==> src/rtl/seq_edge_tagger_if.sv <==
// Record stream between the edge tagger and the acquisition path.
// The producer drives rec_data/rec_valid; the consumer answers with rec_ready.
interface seq_edge_tagger_if #(
  parameter int TS_WIDTH = 36
) ();

  logic [TS_WIDTH+8:0] rec_data;
  logic                rec_valid;
  logic                rec_ready;

  modport master (
    output rec_data,
    output rec_valid,
    input  rec_ready
  );

  modport slave (
    input  rec_data,
    input  rec_valid,
    output rec_ready
  );

endinterface

==> src/rtl/seq_edge_tagger.sv <==
// Sequencer edge tagger: samples the four sequencer channels, detects
// per-channel transitions, stamps them with a free-running timestamp and
// queues the records in a first-word-fall-through FIFO. A record is also
// queued whenever the sampled timestamp is zero so the consumer can track
// timestamp wraps. Records dropped on a full FIFO are counted, and the next
// stored record carries a lost flag.
module seq_edge_tagger #(
  parameter int TS_WIDTH   = 36,
  parameter int FIFO_DEPTH = 16
) (
  input  logic                    clk,
  input  logic                    reset,
  input  logic [3:0]              seq_in,
  input  logic                    enable,
  input  logic [3:0]              mask,
  input  logic                    clear_lost,
  seq_edge_tagger_if.master       rec,
  output logic [15:0]             lost_count
);

  localparam int REC_W = TS_WIDTH + 9;
  localparam int AW    = $clog2(FIFO_DEPTH);
  localparam int CW    = AW + 1;

  // Saturating increment for the dropped-record counter.
  function automatic logic [15:0] sat_inc16(input logic [15:0] v);
    return (v == 16'hFFFF) ? v : v + 16'd1;
  endfunction

  // Free-running timestamp and stage-1 sample registers.
  logic [TS_WIDTH-1:0] ts;
  logic [TS_WIDTH-1:0] ts_p1;
  logic [3:0]          seq_p1;
  logic [3:0]          prev_p1;
  // smp_vld: seq_p1 holds a real sample; primed: prev_p1 holds one too.
  logic                smp_vld;
  logic                primed;

  // Event detection.
  logic [3:0]          edges;
  logic                wrap;
  logic                write;
  logic [REC_W-1:0]    rec_word;

  // FIFO storage and control.
  logic [REC_W-1:0]    mem [FIFO_DEPTH];
  logic [AW-1:0]       wptr;
  logic [AW-1:0]       rptr;
  logic [CW-1:0]       mem_cnt;   // entries in mem not yet on the output
  logic [CW-1:0]       occ;       // mem_cnt plus the output register
  logic                full;
  logic                wr_en;
  logic                drop;
  logic                pop;
  logic                load;
  logic [REC_W-1:0]    out_data;
  logic                out_valid;
  logic                lost_pending;

  // ---- stage p0 -> p1: sample inputs and timestamp ----
  // Timestamp counter and input sampling; the detector arms only once two
  // real samples exist, so release from reset never produces a record.
  always_ff @(posedge clk or posedge reset) begin
    if (reset) begin
      ts      <= '0;
      ts_p1   <= '0;
      seq_p1  <= 4'h0;
      prev_p1 <= 4'h0;
      smp_vld <= 1'b0;
      primed  <= 1'b0;
    end else begin
      ts      <= ts + TS_WIDTH'(1);
      ts_p1   <= ts;
      seq_p1  <= seq_in;
      prev_p1 <= seq_p1;
      smp_vld <= 1'b1;
      primed  <= smp_vld;
    end
  end

  // ---- stage p1 -> p2: detect event, write FIFO ----
  // prev_p1 tracks seq_p1 regardless of enable, so enabling is glitch-free.
  assign edges    = (seq_p1 ^ prev_p1) & mask;
  assign wrap     = (ts_p1 == '0);
  assign write    = enable & primed & ((edges != 4'h0) | wrap);
  assign rec_word = {lost_pending, edges, seq_p1, ts_p1};

  // Fullness uses registered occupancy: a same-cycle read does not free a slot.
  assign full     = (occ == CW'(FIFO_DEPTH));
  assign wr_en    = write & ~full;
  assign drop     = write & full;
  assign pop      = out_valid & rec.rec_ready;
  assign load     = (mem_cnt != '0) & (~out_valid | pop);

  // Record storage array.
  always_ff @(posedge clk) begin
    if (wr_en) begin
      mem[wptr] <= rec_word;
    end
  end

  // Pointers and occupancy bookkeeping.
  always_ff @(posedge clk or posedge reset) begin
    if (reset) begin
      wptr    <= '0;
      rptr    <= '0;
      mem_cnt <= '0;
      occ     <= '0;
    end else begin
      if (wr_en) begin
        wptr <= wptr + AW'(1);
      end
      if (load) begin
        rptr <= rptr + AW'(1);
      end
      case ({wr_en, load})
        2'b10:   mem_cnt <= mem_cnt + CW'(1);
        2'b01:   mem_cnt <= mem_cnt - CW'(1);
        default: mem_cnt <= mem_cnt;
      endcase
      case ({wr_en, pop})
        2'b10:   occ <= occ + CW'(1);
        2'b01:   occ <= occ - CW'(1);
        default: occ <= occ;
      endcase
    end
  end

  // ---- stage p2: output register ----
  // Fall-through output register; holds its record until accepted.
  always_ff @(posedge clk or posedge reset) begin
    if (reset) begin
      out_data  <= '0;
      out_valid <= 1'b0;
    end else if (load) begin
      out_data  <= mem[rptr];
      out_valid <= 1'b1;
    end else if (pop) begin
      out_valid <= 1'b0;
    end
  end

  // Lost tracking; a drop in the same cycle as clear_lost wins.
  always_ff @(posedge clk or posedge reset) begin
    if (reset) begin
      lost_pending <= 1'b0;
      lost_count   <= 16'h0000;
    end else if (drop) begin
      lost_pending <= 1'b1;
      lost_count   <= clear_lost ? 16'h0001 : sat_inc16(lost_count);
    end else if (clear_lost) begin
      lost_pending <= 1'b0;
      lost_count   <= 16'h0000;
    end else if (wr_en) begin
      lost_pending <= 1'b0;
    end
  end

  assign rec.rec_data  = out_data;
  assign rec.rec_valid = out_valid;

endmodule

==> src/flat_wrapper.sv <==
// flat-port wrapper written by rule: the top's interface ports become plain ports
module seq_edge_tagger_flat 
#(
  parameter int TS_WIDTH   = 36,
  parameter int FIFO_DEPTH = 16
)
  (clk, reset, seq_in, enable, mask, clear_lost, lost_count, rec_rec_data, rec_rec_valid, rec_rec_ready);
  seq_edge_tagger_if #(.TS_WIDTH(TS_WIDTH)) rec_i ();
  input  logic clk;
  input  logic reset;
  input  logic [3:0] seq_in;
  input  logic enable;
  input  logic [3:0] mask;
  input  logic clear_lost;
  output logic [15:0] lost_count;
  output wire logic [$bits(rec_i.rec_data)-1:0] rec_rec_data;
  output wire logic [$bits(rec_i.rec_valid)-1:0] rec_rec_valid;
  input wire logic [$bits(rec_i.rec_ready)-1:0] rec_rec_ready;
  assign rec_rec_data = rec_i.rec_data;
  assign rec_rec_valid = rec_i.rec_valid;
  assign rec_i.rec_ready = rec_rec_ready;
  seq_edge_tagger #(.TS_WIDTH(TS_WIDTH), .FIFO_DEPTH(FIFO_DEPTH)) u_core (.clk(clk), .reset(reset), .seq_in(seq_in), .enable(enable), .mask(mask), .clear_lost(clear_lost), .rec(rec_i), .lost_count(lost_count));
endmodule
==> config.mk <==
export PLATFORM = sky130hd
export DESIGN_NAME = seq_edge_tagger_flat
export DESIGN_NICKNAME = d
export VERILOG_FILES = /design/src/rtl/seq_edge_tagger_if.sv /design/src/rtl/seq_edge_tagger.sv /design/src/flat_wrapper.sv
export SDC_FILE = /design/constraint.sdc
export NUM_CORES = 1
export LEC_CHECK = 0
export CORE_MARGIN = 2
export CORE_UTILIZATION = 65
export CTS_CLUSTER_DIAMETER = 100
export CTS_CLUSTER_SIZE = 16
export DETAILED_ROUTE_END_ITERATION = 16
export MAX_ROUTING_LAYER = met4
export PLACE_DENSITY = 0.81
export SYNTH_ARGS = -nofsm -noshare
export SYNTH_HDL_FRONTEND = slang
export SYNTH_SLANG_ARGS = --single-unit
export TNS_END_PERCENT = 30
==> constraint.sdc <==
create_clock -name clk -period 15.9 [get_ports clk]
set_input_delay 3.18 -clock clk [delete_from_list [all_inputs] [get_ports clk]]
set_output_delay 3.18 -clock clk [all_outputs]
set_load 0.01 [all_outputs]
==> Word level (Yosys, flattened, before mapping) <==
Memory sizes are Yosys's and may differ from the RTL's. A register that Yosys moved wholly into a read port is not among the register bits.
Index checks and enable logic that the tools add are counted.
{ "word_totals": {"mem_count": 1, "ram_bits": 720, "input_bits": 13, "output_inout_bits": 62, "regBits": 118, "wordCells": 63} }
{ "mem_list": {"columns": ["memory", "words", "width", "rd", "rd_ports_with_merged_regs", "wr", "line", "rtl"], "rows": [
  ["u_core.mem", 16, 45, 1, 1, 1, "seq_edge_tagger.sv:46", "logic [REC_W-1:0] mem [FIFO_DEPTH];"]
]} }
{ "classes": {"eq_ne": 7, "n_addsub": 8, "n_mux": 13, "bitwise": 12, "reduce_logical": 9} }
{ "ops": {"columns": ["cell", "count"], "rows": [
  ["16-bit 2-to-1 mux", 4],
  ["36-bit by 1-bit adder with 36-bit output (second input constant)", 1],
  ["36-bit zero test", 1],
  ["5-bit case mux with 2 select lines", 2],
  ["16-bit by 1-bit adder with 16-bit output (second input constant)", 1],
  ["16-bit equality test (second input constant)", 1],
  ["5-bit by 1-bit adder with 5-bit output (second input constant)", 2],
  ["5-bit by 1-bit subtractor with 5-bit output (second input constant)", 2],
  ["4-bit by 1-bit adder with 4-bit output (second input constant)", 2],
  ["2-bit nonzero test", 4],
  ["1-bit 2-to-1 mux", 7],
  ["1-bit bitwise AND", 6],
  ["5-bit equality test (second input constant)", 1],
  ["5-bit nonzero test", 1],
  ["4-bit bitwise AND", 1],
  ["2-bit by 1-bit equality test with 1-bit output (second input constant)", 2],
  ["2-bit equality test (second input constant)", 2],
  ["4-bit nonzero test", 1],
  ["4-bit XOR", 1],
  ["3-bit nonzero test", 1],
  ["2-bit inequality test (second input constant)", 1],
  ["1-bit inverter", 2],
  ["1-bit bitwise OR", 2],
  ["2-bit AND reduction", 1]
]} }

==> Logic depth before layout (Yosys ltp) <==
{ "logic_depth": {"depth_word": 9, "mapped_depth": 14, "mapped_depth_nobuf": 13} }

==> Worst setup path after synthesis <==
No wires, ideal clock.
{ "synth_timing": {"path_type": "input-to-reg", "startpoint": "input port enable", "endpoint": "memory u_core.mem[0][0] (netlist bit), enable pin", "path_slack_ns": 8.057, "stages": 5, "setup_time_ns": 0.503, "arrival_time_ns": 7.340, "required_time_ns": 15.397, "cell_sequence": "nand2_1 -> nor4_4 -> nor2_1 -> or3b_2 -> nor3_1"} }
{ "synth_between": {"elab_chain_len": 5} }
{ "synth_lines": {"columns": ["element", "line", "rtl"], "rows": [
  ["start, declared", "flat_wrapper.sv:12", "input logic enable;"],
  ["1-bit bitwise AND (2 in a row)", "seq_edge_tagger.sv:85", "assign write = enable & primed & ((edges != 4'h0) | wrap);"],
  ["1-bit bitwise AND", "seq_edge_tagger.sv:90", "assign wr_en = write & ~full;"],
  ["1-bit 2-to-1 mux", "seq_edge_tagger.sv:97", "if (wr_en) begin"],
  ["1-bit 2-to-1 mux (implied by the code)", "seq_edge_tagger.sv:98", "mem[wptr] <= rec_word;"],
  ["end, declared", "seq_edge_tagger.sv:46", null]
]} }
Every way passes these cells.

==> Final worst setup path <==
{ "layout_timing": {"startpoint": "input port enable", "endpoint": "memory u_core.mem[10][39] (netlist bit), enable pin"} }
Same word-level chain as after synthesis.

==> flow_metrics.tcl <==
set metrics [dict create \
    post_syn_area_um2 33600 \
    antenna_found_initial 1 \
    clock_input_transition_at_the_sequential_cells_of_the_worst_setup_and_hold_paths_ns 0.07 \
    ioPinCount 75 \
    largest_net_degree_at_the_start_of_global_routing 129 \
    worstRegToRegCells 7 \
    finClkSkew_ns 0.0297 \
    relSlewSlack 0.145 \
    die_height_um 231 \
    critPathMaxFanout 27 \
    tightest_slew_ns 1.28 \
    fp-row-count 83 \
    crit-reg2reg-capture "u_core.mem[10][39]$_DFFE_PP_" \
    synthTopCellsByArea "edfxtp_1 (64%), dfrtp_1 (12%), mux4_2 (12%)" \
    drt-initial-drc-count 2018 \
    finalCritPeriodShare 0.426 \
    grt_first_pass_wirelength_um 111000 \
    floorplan.initialDensity 0.656 \
    timing.final.crit_period_ns 6.77 \
    max_cap_viol_count 0 \
    seq_area_frac_synth 0.765 \
    cp-start-kind "input pin" \
    highest_clock_frequency_the_design_can_meet_mhz 148 \
    ir_worst_vdd_v 0.000129 \
    first_global_vias 17300 \
    cts.repair.resized 0 \
    rsz0062_at_grt "no" \
    coreArea_um2 51200 \
    pwr_density_cell_nw_per_um2 153 \
    total_length_of_routed_wires_um 73100 \
    synth_top_area_share 0.644 \
    finalHoldWorstSlack_ns 0.360 \
    timing.critical_path.arrival_ns 7.04 \
    min-delay-start "u_core.smp_vld$_DFF_PP0_" \
    synth_top_area_cell "edfxtp_1" \
    nNetsFinal 1782 \
    clk_latency_ns 0.64 \
    synth-edff-count 720 \
    post_cts_buffers 0 \
    vias_per_cell 6.78 \
    cts.htree.levels 2 \
    regToRegSetupSlack_ns 11.16 \
    static-leakage-power_nw 12.9 \
    timing.setup.critical_path_class "in -> reg" \
    yosys_synthesis_warning_count 0 \
    synth_async_sr_flop_share 0.185 \
    post_synth_num_cell_types 53 \
    holdBufCountCts 0 \
    globalplace.congestion 0.834 \
    drc 0 \
    fin_setup_tns_ns 0 \
    worst_r2r_startpoint "u_core.ts_p1[0]$_DFF_PP0_" \
    min_path_type "reg -> reg" \
    final_max_slew_viol_count 0 \
    netlist_instances 1666 \
    result_of_the_run "finished, final reports clean" \
    first_pass_iters 5 \
    synthFlopType "edfxtp_1" \
    critical_path.endpoint_type "flop" \
    syn2layout_area_growth_pct 10.1 \
    cts_sinks 883 \
    root_buffer "clkbuf_16" \
    cts_inserted_buffers 61 \
    finalSetupViolations 0 \
    post_synth.cell_area_avg_um2 20.2 \
    detail_route.wl_per_cell_um 29.4 \
    dieWidth_um 231 \
    dp.final_hpwl_um 39000 \
    grt_util_all_layers 0.292 \
    tritoncts "built" \
    cts_buffer_depth 3 \
    gr-total-overflow 0 \
    report.final.hold_viol_count 0 \
    worst-endpoint-required_ns 16.17 \
    route.vias.total 16900 \
    drive_gt1_frac 0.177 \
    detail-route-antenna-nets 0 \
    min_delay_worst_endpoint "u_core.primed$_DFF_PP0_" \
    quantity_of_i_o_buffers_inserted_on_ports 74 \
    worstHoldPathCells 0 \
    total_power_of_the_final_layout_w 0.00565 \
    postSynthRegisterBits 883 \
    synth.net_count 1694 \
    dieArea_um2 53500 \
]
==> final cells by class <==
cell class / instances / area [um2]
diodes: 1 / 2.50
clock buffers: 114 / 1770
clock inverters: 2 / 25.0
fillers: 2816 / 14200
inverters: 20 / 80.1
multi-input cells: 685 / 7570
flip-flops and latches: 883 / 25700
well taps: 680 / 851
repair buffers: 103 / 971
==> cell families after synthesis <==
family / share of synthesized area
compound gates: 0.0290
xor+xnor: 0.0146
fa+ha+maj: 0.00581
buf+inv: 0.0130
flops: 0.765
mux: 0.140
other cells: 0.000112
simple gates: 0.0323
==> worst max-delay path: stages <==
cell and delay, ns:
clkdlybuf4s50_1 0.45, nand2_1 0.20, a41oi_1 0.99, nor2_1 0.28, or3b_2 0.66, nor2_4 0.61
buf_4 0.60
==> layout by cell type, fill, tap and decap left out, types with 5 or more instances in the layout <==
| cell | instances |
|---|---|
| inv_1 | 18 |
| nor3_1 | 6 |
| nor2_1 | 18 |
| xnor2_1 | 36 |
| nor2_4 | 12 |
| xor2_1 | 20 |
| a21oi_1 | 17 |
| or3_1 | 11 |
| dfrtp_1 | 160 |
| and2_1 | 5 |
| mux4_2 | 175 |
| ha_1 | 14 |
| nand2b_1 | 7 |
| nor4_1 | 7 |
| nand2_1 | 82 |
| clkbuf_1 | 51 |
| nand4_1 | 10 |
| edfxtp_1 | 720 |
| clkdlybuf4s50_1 | 74 |
| clkbuf_16 | 63 |
| and3_1 | 13 |
| mux2i_1 | 52 |
| mux2_2 | 22 |
| buf_4 | 28 |
| nand3_1 | 25 |
| o221ai_1 | 50 |
| o21ai_0 | 62 |
==> report_power, final <==
group | leakage (nW) | switching [W] | total [W] | internal [W]
Sequential | 9.11 | 0.000157 | 0.00278 | 0.00263
Combinational | 2.97 | 0.000719 | 0.00138 | 0.000661
Clock | 0.848 | 0.000743 | 0.00149 | 0.000746
==> flip-flops by register name, summed over array words and instances (netlist names) <==
signal                flops
u_core.mem              720
u_core.rec.rec_data      45
u_core.ts                36
u_core.ts_p1             36
u_core.lost_count        16
u_core.mem_cnt            5
u_core.occ                5
u_core.prev_p1            4
u_core.rptr               4
u_core.seq_p1             4
u_core.wptr               4
u_core.lost_pending       1
u_core.primed             1
u_core.rec.rec_valid      1
u_core.smp_vld            1
==> routing by layer <==
metal / global-route usage / wire [um]
met5: - / 0
met4: 0.0810 / 1730
met3: 0.0394 / 6070
met2: 0.463 / 37400
met1: 0.410 / 27900
==> metrics by stage <==
stage,std cells,utilization,worst slack (ns),area [um2]
after global routing,2488,0.722,8.93,37000
after CTS,2487,0.722,9.22,37000
after floorplan,1666,-,8.06,33600
final,2488,0.722,9.13,37000
after global placement,2371,0.687,8.71,35200
after detailed placement,2371,0.687,8.58,35200
==> worst max path at each step <==
stage	from	endpoint	slack, ns
3_5_place_dp	enable	u_core.mem[10][39]$_DFFE_PP_	8.58
5_1_grt	enable	u_core.mem[10][36]$_DFFE_PP_	8.93
4_1_cts	enable	u_core.mem[10][32]$_DFFE_PP_	9.22
2_1_floorplan	enable	u_core.mem[0][0]$_DFFE_PP_	8.06
6_report	enable	u_core.mem[10][39]$_DFFE_PP_	9.13
3_3_place_gp	enable	u_core.mem[10][41]$_DFFE_PP_	8.71
==> cells in the mapped netlist, types with 14 or more instances <==
| master | n |
|---|---|
| a21oi_1 | 17 |
| xnor2_1 | 36 |
| mux2_2 | 22 |
| inv_1 | 19 |
| o21ai_0 | 62 |
| buf_2 | 23 |
| xor2_1 | 20 |
| nand2_1 | 82 |
| mux4_2 | 175 |
| dfrtp_1 | 163 |
| mux2i_1 | 52 |
| o221ai_1 | 50 |
| ha_1 | 14 |
| clkbuf_1 | 38 |
| edfxtp_1 | 720 |
| nor2_1 | 30 |
| nand3_1 | 25 |
(Power assumes the default switching activity.)
